**config.mk**
```make
export PLATFORM = sky130hd
export DESIGN_NAME = prio_read_scheduler
export DESIGN_NICKNAME = d
export VERILOG_FILES = /design/src/rtl/prio_read_scheduler.sv
export SDC_FILE = /design/constraint.sdc
export NUM_CORES = 1
export LEC_CHECK = 0
export BUFFER_PORTS_ARGS = -buffer_cell sky130_fd_sc_hd__buf_2
export CORE_MARGIN = 2
export CORE_UTILIZATION = 47
export DETAILED_ROUTE_END_ITERATION = 10
export GPL_TIMING_DRIVEN = 0
export PLACE_DENSITY_LB_ADDON = 0.12
export REMOVE_ABC_BUFFERS = 1
export SLEW_MARGIN = 20
export SYNTH_ARGS = -nofsm -noshare
export SYNTH_HDL_FRONTEND = slang
export SYNTH_SLANG_ARGS = --single-unit
```
**constraint.sdc**
```tcl
create_clock -name clk -period 3.9 [get_ports clk]
set_input_delay 0.195 -clock clk [delete_from_list [all_inputs] [get_ports clk]]
set_output_delay 0.195 -clock clk [all_outputs]
set_load 0.01 [all_outputs]
```
**src/rtl/prio_read_scheduler.sv**
```systemverilog
// prio_read_scheduler: picks one non-empty priority FIFO per transaction
// (queue 0 highest, with an aging guard), pulses its read strobe, waits out
// the FIFO read latency, captures the word and offers it downstream.
//
// Handshake: out_valid is high whenever the captured word sits in HOLD. A
// transfer happens on a rising edge where out_valid and out_ready are both
// high. out_data/out_qid stay stable until that edge. out_ready has no effect
// while out_valid is low.
module prio_read_scheduler #(
  parameter int NUM_Q      = 4,
  parameter int DATA_W     = 21,
  parameter int RD_LAT     = 1,
  parameter int STARVE_LIM = 8
) (
  input  logic                    clk,
  input  logic                    rst,
  input  logic [NUM_Q-1:0]        q_empty,
  input  logic [NUM_Q*DATA_W-1:0] q_dout,
  output logic [NUM_Q-1:0]        q_re,
  output logic                    out_valid,
  input  logic                    out_ready,
  output logic [DATA_W-1:0]       out_data,
  output logic [2:0]              out_qid,
  output logic                    busy,
  output logic [1:0]              dbg_state
);

  localparam int         CNT_W = 3;
  localparam logic [3:0] LIM   = 4'(STARVE_LIM);

  typedef enum logic [1:0] {
    IDLE = 2'd0,
    READ = 2'd1,
    WAIT = 2'd2,
    HOLD = 2'd3
  } state_t;

  state_t                   state_q, state_d;
  logic [2:0]               g_q, g_d;
  logic [CNT_W-1:0]         cnt_q, cnt_d;
  logic [DATA_W-1:0]        data_q, data_d;
  logic [2:0]               qid_q, qid_d;
  logic [NUM_Q-1:0]         q_re_q, q_re_d;
  logic [NUM_Q-1:0][3:0]    age_q, age_d;

  logic                     sel_found;
  logic [2:0]               sel_idx;
  logic                     starve_found;
  logic [2:0]               starve_idx;
  logic                     grant;
  logic [DATA_W-1:0]        rd_word;

  // Selection: a starved non-empty queue wins, else lowest non-empty index.
  always_comb begin
    sel_found    = 1'b0;
    sel_idx      = '0;
    starve_found = 1'b0;
    starve_idx   = '0;
    for (int i = NUM_Q - 1; i >= 0; i--) begin
      if (!q_empty[i]) begin
        sel_found = 1'b1;
        sel_idx   = 3'(i);
        if ((STARVE_LIM > 0) && (age_q[i] == LIM)) begin
          starve_found = 1'b1;
          starve_idx   = 3'(i);
        end
      end
    end
    if (starve_found) sel_idx = starve_idx;
  end

  // Read-data mux for the currently granted queue.
  always_comb begin
    rd_word = '0;
    for (int i = 0; i < NUM_Q; i++) begin
      if (g_q == 3'(i)) rd_word = q_dout[i*DATA_W +: DATA_W];
    end
  end

  // Next-state logic; q_empty is only looked at in IDLE and at the HOLD handshake.
  always_comb begin
    state_d = state_q;
    g_d     = g_q;
    cnt_d   = cnt_q;
    data_d  = data_q;
    qid_d   = qid_q;
    grant   = 1'b0;
    case (state_q)
      IDLE: begin
        if (sel_found) begin
          grant   = 1'b1;
          state_d = READ;
        end
      end
      READ: begin
        cnt_d   = CNT_W'(RD_LAT);
        state_d = WAIT;
      end
      WAIT: begin
        cnt_d = cnt_q - CNT_W'(1);
        if (cnt_q == CNT_W'(1)) begin
          data_d  = rd_word;
          qid_d   = g_q;
          state_d = HOLD;
        end
      end
      HOLD: begin
        if (out_ready) begin
          if (sel_found) begin
            grant   = 1'b1;
            state_d = READ;
          end else begin
            state_d = IDLE;
          end
        end
      end
      default: state_d = IDLE;
    endcase
    if (grant) g_d = sel_idx;
  end

  // Read strobe for the cycle after a grant, and age bookkeeping at grants.
  always_comb begin
    q_re_d = '0;
    age_d  = age_q;
    for (int i = 0; i < NUM_Q; i++) begin
      if (grant && (sel_idx == 3'(i))) q_re_d[i] = 1'b1;
      if (grant) begin
        if (q_empty[i] || (sel_idx == 3'(i))) begin
          age_d[i] = '0;
        end else if (age_q[i] < LIM) begin
          age_d[i] = age_q[i] + 4'd1;
        end
      end
    end
  end

  // State and datapath registers; reset aborts any transaction in flight.
  always_ff @(posedge clk or posedge rst) begin
    if (rst) begin
      state_q <= IDLE;
      g_q     <= '0;
      cnt_q   <= '0;
      data_q  <= '0;
      qid_q   <= '0;
      q_re_q  <= '0;
      age_q   <= '0;
    end else begin
      state_q <= state_d;
      g_q     <= g_d;
      cnt_q   <= cnt_d;
      data_q  <= data_d;
      qid_q   <= qid_d;
      q_re_q  <= q_re_d;
      age_q   <= age_d;
    end
  end

  assign q_re      = q_re_q;
  assign out_valid = (state_q == HOLD);
  assign out_data  = data_q;
  assign out_qid   = qid_q;
  assign busy      = (state_q != IDLE);
  assign dbg_state = state_q;

endmodule

```
==> key figures, run 1 <==
Global route
  – Most Used Layer, Global Route: met2
  – GR met1 Demand/Resource: 0.2438
  – Initial antenna violation count: 0
  – GR Util All Layers: 0.1916
  – Via count of the first global-routing pass: 2376
  – Met2 Track Usage GR: 0.3326
  – Final global-route overflow total: 0
  – First-pass GRT wire length: 11.08 mm
  – Met3 usage in global routing: 0.05113
  – Maximum number of pins on one net before global-route repair: 31

Route
  – Average wire per standard cell: 14.99 um
  – Number of search-and-repair iterations in the first detailed-routing pass: 4
  – Drt initial violations: 41
  – Count of antenna-violating nets left after detailed routing: 0
  – Detailed-route vias per instance: between 5 and 6
  – Total via count in the routed design: roughly 2400
  – Total wire length after detailed routing: 6.594 mm
  – DRC violation count after routing: 0

Final layout
  – Antenna cell count: 0
  – Final cell count without fillers: 440
  – Signed area change from the synthesized netlist to the final layout: 26.10%
  – Most frequent cells in the layout: sky130_fd_sc_hd__buf_2 (121), sky130_fd_sc_hd__dfrtp_1 (49), sky130_fd_sc_hd__mux2_2 (26), sky130_fd_sc_hd__mux4_2 (21), sky130_fd_sc_hd__inv_1 (17)
  – Filler Cell Count: 527
  – Net count, final: 466
  – Most common cell after layout, fill and taps aside: sky130_fd_sc_hd__buf_2
  – Layout cells sized above 1: 0.5207

Floorplanning
  – Die width: 84.17 um
  – Die Y: 84.17 um
  – Die Footprint: 7084 um2
  – Starting utilization of the core area: 0.4812
  – Top-Level Pins: between 100 and 150
  – Core area: roughly 6300 um2
  – Std-Cell Rows: 29

STA
  – Setup Total Neg Slack: 0 ns
  – Setup repair after global routing missed its margin: no
  – Count of final hold-check violations: 0
  – Final-report setup violation count: 0
  – Slew at the pin closest to its max-slew limit: about 0.95 ns
  – Maximum frequency from static timing analysis: around 0.43 GHz
  – Final setup slack of the worst path: between 1.5 and 2 ns
  – Portion of the clock cycle consumed by the worst path in the final layout: 0.5960
  – Max-slew violation count: 0
  – Clock period minus worst slack: 2.324 ns
  – Worst-case headroom to the max-slew limit: 0.3651
  – Clock Skews: 0.006874 ns

Outcome
  – Status: finished clean

Critical path
  – Endpoint arrival time on the critical path: 2.51 ns
  – Reg-to-reg slack, setup: 1.58 ns
  – RR Endpoint: age_q[12]$_DFFE_PP0P_
  – Worst path required time: 4.08 ns
  – RR Startpoint: dbg_state[0]$_DFFE_PP0P_
  – Depth of the most critical reg-to-reg path: 5
  – Largest fanout on the critical path: 18
  – Path type of the worst setup path: flop to flop
  – Startpoint Class: flop
  – Category of the worst setup path capture point: flop
  – Critical path launch point: dbg_state[0]$_DFFE_PP0P_

Placed design
  – Count of buffers from port buffering: 121
  – Cell count after placement: 431
  – Gp weighted congestion: between 0.7 and 0.8
  – Post-detail-place hpwl: 5.122 mm
  – Setup WS pre-CTS: 1.563 ns

Clock network
  – TritonCTS buffer count: 5
  – Total number of H-tree levels: 2
  – Post-CTS setup buffer count: 0
  – Buffer levels on the longest clock path: 2
  – Worst skew pair latency: ~0.3 ns
  – # hold bufs at CTS: 1
  – Clock edge transition at the registers on the reported setup and hold paths: 0.09 ns
  – # resized after CTS: 0
  – CTS tree: built
  – Root Buffer: sky130_fd_sc_hd__clkbuf_8
  – Clock sink count: 50

Job
  – Max-Cap Viols: 0

Synthesis
  – Cell accounting for the most synthesized area: sky130_fd_sc_hd__dfrtp_1
  – Flip-flop and latch count after synthesis: 50
  – Cell count after synthesis: between 200 and 250
  – Post-synthesis share of cell area spent on xor and xnor gates: 0
  – Synthesized cell area: 3020 um2
  – Mux cell area share after synthesis: 0.2585
  – Fraction of post-synthesis cell area in the top cell type by area: 0.4143
  – Most area-consuming cells after synthesis: sky130_fd_sc_hd__dfrtp_1 (41%), sky130_fd_sc_hd__mux4_2 (16%), sky130_fd_sc_hd__mux2_2 (9.7%)
  – Area share of and/or/nand/nor cells after synthesis: 0.1218
  – Proportion of register bits with asynchronous set or reset after synthesis: 1.000
  – Combinational family with the most area after synthesis: multiplexers
  – Number of distinct standard cells referenced by the synthesized netlist: 48
  – Sequential cell area fraction in the yosys report: 0.4143
  – Count of flip-flops with a built-in enable after synthesis: 0
  – Synth Area in Adders: 0.05385
  – Compound-gate portion of the synthesized area: 0.1094
  – Main flop type after synthesis: sky130_fd_sc_hd__dfrtp_1
  – Synthesized area per cell: 12.38 um2
  – Ys Warns: 0

Min path
  – Hold/Removal Path Class: primary input to flop
  – Worst min-delay path startpoint: q_empty[3]
  – Hold Crit Endpoint: age_q[14]$_DFFE_PP0P_
  – Hold Path Depth: 3

Pwr
  – Leakage dissipation: 1.790 nW
  – Worst voltage drop across the vdd grid: 0.0004403 V
  – Pwr/cell area: 652.2 nW/um2
-- registers in the layout, summed over array words and instances (netlist names) --
register	cells
dbg_state	2
out_data	21
cnt_q	3
q_re	4
g_q	2
age_q	16
out_qid	2
-- critical path: stages, from the launching register on --
cell and delay, ns:
sky130_fd_sc_hd__dfrtp_1 0.44, sky130_fd_sc_hd__inv_1 0.10, sky130_fd_sc_hd__ha_1 0.45, sky130_fd_sc_hd__nor3_4 0.63
sky130_fd_sc_hd__o21ai_0 0.27, sky130_fd_sc_hd__mux2_4 0.32
-- worst max path at each step --
stage	cells after the start	to
global placement	4	out_data[16]$_DFFE_PP0P_
detailed placement	4	out_data[18]$_DFFE_PP0P_
finish	5	age_q[12]$_DFFE_PP0P_
global route	5	age_q[12]$_DFFE_PP0P_
floorplan	2	out_data[0]$_DFFE_PP0P_
CTS	4	out_data[18]$_DFFE_PP0P_
-- stage by stage --
stage,instance area [um2],utilization,hold WS (ns),power [mW]
after floorplan,2964,-,0.3850,1.759
after global placement,3666,0.5840,0.4816,2.123
after detailed placement,3687,0.5874,0.2411,2.163
after CTS,3804,0.6059,0.2814,2.524
after global routing,3809,0.6067,0.3038,2.683
final,3809,0.6067,0.2831,2.484
-- area by class of cell --
type / instances / area, um2 / area share
multi-input combinational: 164 / 1650 / 0.4333
sequential: 50 / 1252 / 0.3288
timing repair buffer: 123 / 635.6 / 0.1669
tap: 77 / 96.34 / 0.02530
clock buffer: 7 / 76.32 / 0.02004
inverter: 18 / 67.56 / 0.01774
clock inverter: 1 / 30.03 / 0.007884
-- synth_stat cells (all sizes together), types with 2 or more instances --
library cell	count
o22ai	2
nor3	4
nor2	9
nand2b	4
mux4	21
buf	8
nand3b	2
nand3	6
dfrtp	50
inv	18
o2bb2ai	2
a41oi	4
o21ai	13
nor2b	2
nand4bb	3
clkbuf	4
and4bb	4
mux2	27
nand2	13
ha	13
nor4	2
a21oi	12
a22o	4
-- metal layers --
| layer | vias to the layer above | routed length, um |
|---|---|---|
| met4 | 0 | 33 |
| li1 | 1149 | - |
| met2 | 75 | 3278 |
| met3 | 4 | 437 |
| met5 | - | 0 |
| met1 | 1184 | 2844 |
-- power by group --
group / switching (mW) / total, mW / internal, mW
combinational: 0.565 / 1.22 / 0.659
sequential: 0.184 / 0.903 / 0.718
clock: 0.165 / 0.357 / 0.192
total: 0.914 / 2.48 / 1.57
-- cell families (layout without fill, tap and decap cells) --
logic type | Yosys count | in the layout
AO/OA/AOI/OAI | 47 | 47
adder cells (fa/ha/maj) | 13 | 13
buffers and inverters | 30 | 149
flip-flops | 50 | 50
multiplexers | 48 | 48
other | 1 | 1
AND/OR/NAND/NOR | 55 | 55
(Power assumes the default switching activity.)
==> inputs of run 2 (changes only) <==
ABC_AREA = 1   (was default)
clock period = 2.3 ns   (was 3.9 ns; I/O delays follow)
==> key figures, run 2 <==
Outcome
  – Status: finished clean

Pwr
  – Switching share of power: 0.4425
  – Switching power summed over all nets: between 1.5 and 2 mW
  – Worst voltage drop across the vdd grid: 0.0007838 V
  – Comb power frac: 0.498
  – Sequential share of power: 0.358
  – Internal portion of total power: roughly 2.3 mW
  – Pwr/cell area: 1127 nW/um2
  – Total Power Consumption: approximately 4.2 mW
  – Clk pwr share: 0.144
  – Leakage dissipation: 2.094 nW

Clock network
  – CTS tree: built
  – Total number of H-tree levels: 2
  – Clock edge transition at the registers on the reported setup and hold paths: 0.09 ns
  – Clock sink count: 50
  – Root Buffer: sky130_fd_sc_hd__clkbuf_8
  – Buffer levels on the longest clock path: 2
  – Worst skew pair latency: 0.30 ns
  – TritonCTS buffer count: 5
  – Post-CTS setup buffer count: 0

Placed design
  – Cell count after placement: 566
  – Post-detail-place hpwl: 5.469 mm
  – Count of buffers from port buffering: 121
  – Gp weighted congestion: 0.8344
  – Setup WS pre-CTS: 0.07666 ns

Critical path
  – Largest fanout on the critical path: 24
  – Cell family contributing the most delay on the critical path: buffers and inverters
  – Critical path launch point: g_q[1]$_DFFE_PP0P_
  – Startpoint Class: flop
  – Most common cell on crit path: sky130_fd_sc_hd__nand2_1
  – RR Startpoint: g_q[1]$_DFFE_PP0P_
  – Worst-path cell with the longest stage delay: sky130_fd_sc_hd__inv_1
  – Buffer and inverter count on the worst path: 2
  – Worst path required time: between 2 and 3 ns
  – Endpoint arrival time on the critical path: 2.34 ns
  – Crit-path max cell delay: 0.59 ns
  – Category of the worst setup path capture point: flop
  – Worst-path cell chain: inv_1 -> nand2_1 -> clkinvlp_4 -> nand2_1 -> nand2_1 -> a221oi_1 -> o21ai_0
  – Path type of the worst setup path: flop to flop

Synthesis
  – Synthesized cell area: just under 3000 um2
  – Cell with the most instances after synthesis: sky130_fd_sc_hd__nand2_1
  – Most frequent cells after synthesis: sky130_fd_sc_hd__nand2_1 (105), sky130_fd_sc_hd__dfrtp_1 (50), sky130_fd_sc_hd__nand3_1 (43)
  – Cell accounting for the most synthesized area: sky130_fd_sc_hd__dfrtp_1
  – Number of distinct standard cells referenced by the synthesized netlist: 28
  – Most area-consuming cells after synthesis: sky130_fd_sc_hd__dfrtp_1 (43%), sky130_fd_sc_hd__nand2_1 (13%), sky130_fd_sc_hd__nand3_1 (7.4%)
  – Proportion of register bits with asynchronous set or reset after synthesis: 1.000
  – Flip-flop and latch count after synthesis: 50
  – Main flop type after synthesis: sky130_fd_sc_hd__dfrtp_1
  – Ys Warns: 0
  – Count of flip-flops with a built-in enable after synthesis: 0
  – Fraction of post-synthesis cell area in the top cell type by area: 0.4277
  – Cell count after synthesis: 385
  – Sequential cell area fraction in the yosys report: 0.4277
  – Synthesized area per cell: 7.598 um2

Global route
  – Final global-route overflow total: 0
  – Via count of the first global-routing pass: about 2900
  – First-pass GRT wire length: ~13 mm
  – GR Util All Layers: 0.2165
  – Initial antenna violation count: 0
  – Maximum number of pins on one net before global-route repair: 47

Final layout
  – Net count, final: 604
  – Reg area: between 1000 and 1500 um2
  – Number of flip-flops under the largest register name: 21
  – Antenna cell count: 0
  – Filler Cell Count: 562
  – Multi-input gate area: between 1000 and 1500 um2
  – Final cell count without fillers: about 580
  – Most frequent cells in the layout: sky130_fd_sc_hd__buf_2 (121), sky130_fd_sc_hd__nand2_1 (104), sky130_fd_sc_hd__dfrtp_1 (49), sky130_fd_sc_hd__nand3_1 (43), sky130_fd_sc_hd__inv_1 (39)
  – Layout cells sized above 1: 0.2994
  – Signed area change from the synthesized netlist to the final layout: 26.65%
  – End-of-flow core utilization: 0.6221
  – Most common cell after layout, fill and taps aside: sky130_fd_sc_hd__buf_2

STA
  – Count of final hold-check violations: 0
  – Final-report setup violation count: 0
  – Clock period minus worst slack: 2.132 ns
  – Slew at the pin closest to its max-slew limit: 0.7981 ns
  – Final setup slack of the worst path: 0.1679 ns
  – Max-slew violation count: 0
  – Maximum frequency from static timing analysis: 0.4690 GHz
  – Worst-case headroom to the max-slew limit: 0.4673
  – Portion of the clock cycle consumed by the worst path in the final layout: 0.9270
  – Setup repair after global routing missed its margin: no
  – Setup Total Neg Slack: 0 ns
  – Clock Skews: ~0.006 ns

Route
  – Count of antenna-violating nets left after detailed routing: 0
  – Drt initial violations: around 130
  – Average wire per standard cell: 12.92 um
  – Total wire length after detailed routing: 7.444 mm
  – Detailed-route vias per instance: 5.116
  – Number of search-and-repair iterations in the first detailed-routing pass: 7
  – DRC violation count after routing: 0
  – Total via count in the routed design: 2947

Floorplanning
  – Top-Level Pins: around 120
  – Std-Cell Rows: 28
  – Die Y: 82.89 um
  – Die Footprint: ~7000 um2
  – Core area: 5956 um2
  – Die width: 82.89 um
  – Starting utilization of the core area: 0.4912

Min path
  – Hold/Removal Path Class: primary input to flop
  – Worst min-delay path startpoint: q_dout[77]

Job
  – Max-Cap Viols: 0
-- run 2: cell count changes in the layout (fill, tap and decap cells not counted), moves of 7 or more --
cell	delta
sky130_fd_sc_hd__nand2_1	+91
sky130_fd_sc_hd__nand3_1	+38
sky130_fd_sc_hd__mux2_2	-26
sky130_fd_sc_hd__inv_1	+22
sky130_fd_sc_hd__mux4_2	-21
sky130_fd_sc_hd__o21ai_0	+19
sky130_fd_sc_hd__nor2_1	+15
sky130_fd_sc_hd__a221oi_1	+12
sky130_fd_sc_hd__nand2_2	+10
sky130_fd_sc_hd__xor2_1	+7
-- run 2: repair_timing --
| item | CTS | global route |
|---|---|---|
| endpoints found under the setup margin | 0 | 21 |
| hold endpoints to repair | 16 | 0 |
| resized for setup | 0 | 3 |
| hold buffers | 1 | 0 |
-- run 2: final cells by class --
| cell class | instances | share of cell area |
|---|---|---|
| Sequential cell | 50 | 0.3381 |
| Inverter | 43 | 0.04458 |
| Timing Repair inverter | 1 | 0.002026 |
| Clock buffer | 6 | 0.01959 |
| Tap cell | 75 | 0.02533 |
| Clock inverter | 2 | 0.01013 |
| Timing Repair Buffer | 123 | 0.1716 |
| Multi-Input combinational cell | 276 | 0.3887 |
-- run 2: power groups by stage --
stage,combinational [mW],sequential (mW),clock (mW)
global placement,2.01,1.49,0
global route,2.39,1.53,0.665
detailed placement,2.06,1.50,0
CTS,2.07,1.49,0.628
floorplan,1.28,1.57,0
finish,2.08,1.49,0.602
-- run 2: tightest hold or removal path: cells and delay by family --
| kind | cells | cell delay (ns) |
|---|---|---|
| buffers and inverters | 1 | 0.08 |
| AOI/OAI and AO/OA | 2 | 0.17 |
-- run 2: metal layers --
layer	track usage	vias up	part of all wire
li1	-	1486	-
met1	0.2627	1340	0.43
met2	0.3834	111	0.49
met3	0.04771	10	0.068
met4	0.06557	0	0.014
met5	0	-	0
-- run 2: cell families after synthesis --
family / after synthesis / synth area share
XOR/XNOR: 7 / 0.02096
adder cells (fa/ha/maj): 13 / 0.05560
AO/OA/AOI/OAI: 64 / 0.1322
flip-flops: 50 / 0.4277
AND/OR/NAND/NOR: 191 / 0.2814
other: 1 / 0.001282
buffers and inverters: 59 / 0.08084
-- run 2: per-stage QoR --
step	instance area, um2	hold slack, ns
after global placement	3550	0.4041
after CTS	3692	0.08840
after global routing	3705	0.1187
after floorplan	2850	0.3053
after detailed placement	3572	0.1147
final	3705	0.1017
-- run 2: final timing paths --
kind	end	slack (ns)	cells past startpoint
min reg2reg	out_data[19]$_DFFE_PP0P_	0.48	2
min	out_data[14]$_DFFE_PP0P_	0.10	3
min in group asynchronous	out_data[2]$_DFFE_PP0P_	0.33	3
max	out_data[8]$_DFFE_PP0P_	0.17	7
max in group asynchronous	g_q[0]$_DFFE_PP0P_	1.48	4
max reg2reg	out_data[8]$_DFFE_PP0P_	0.17	7
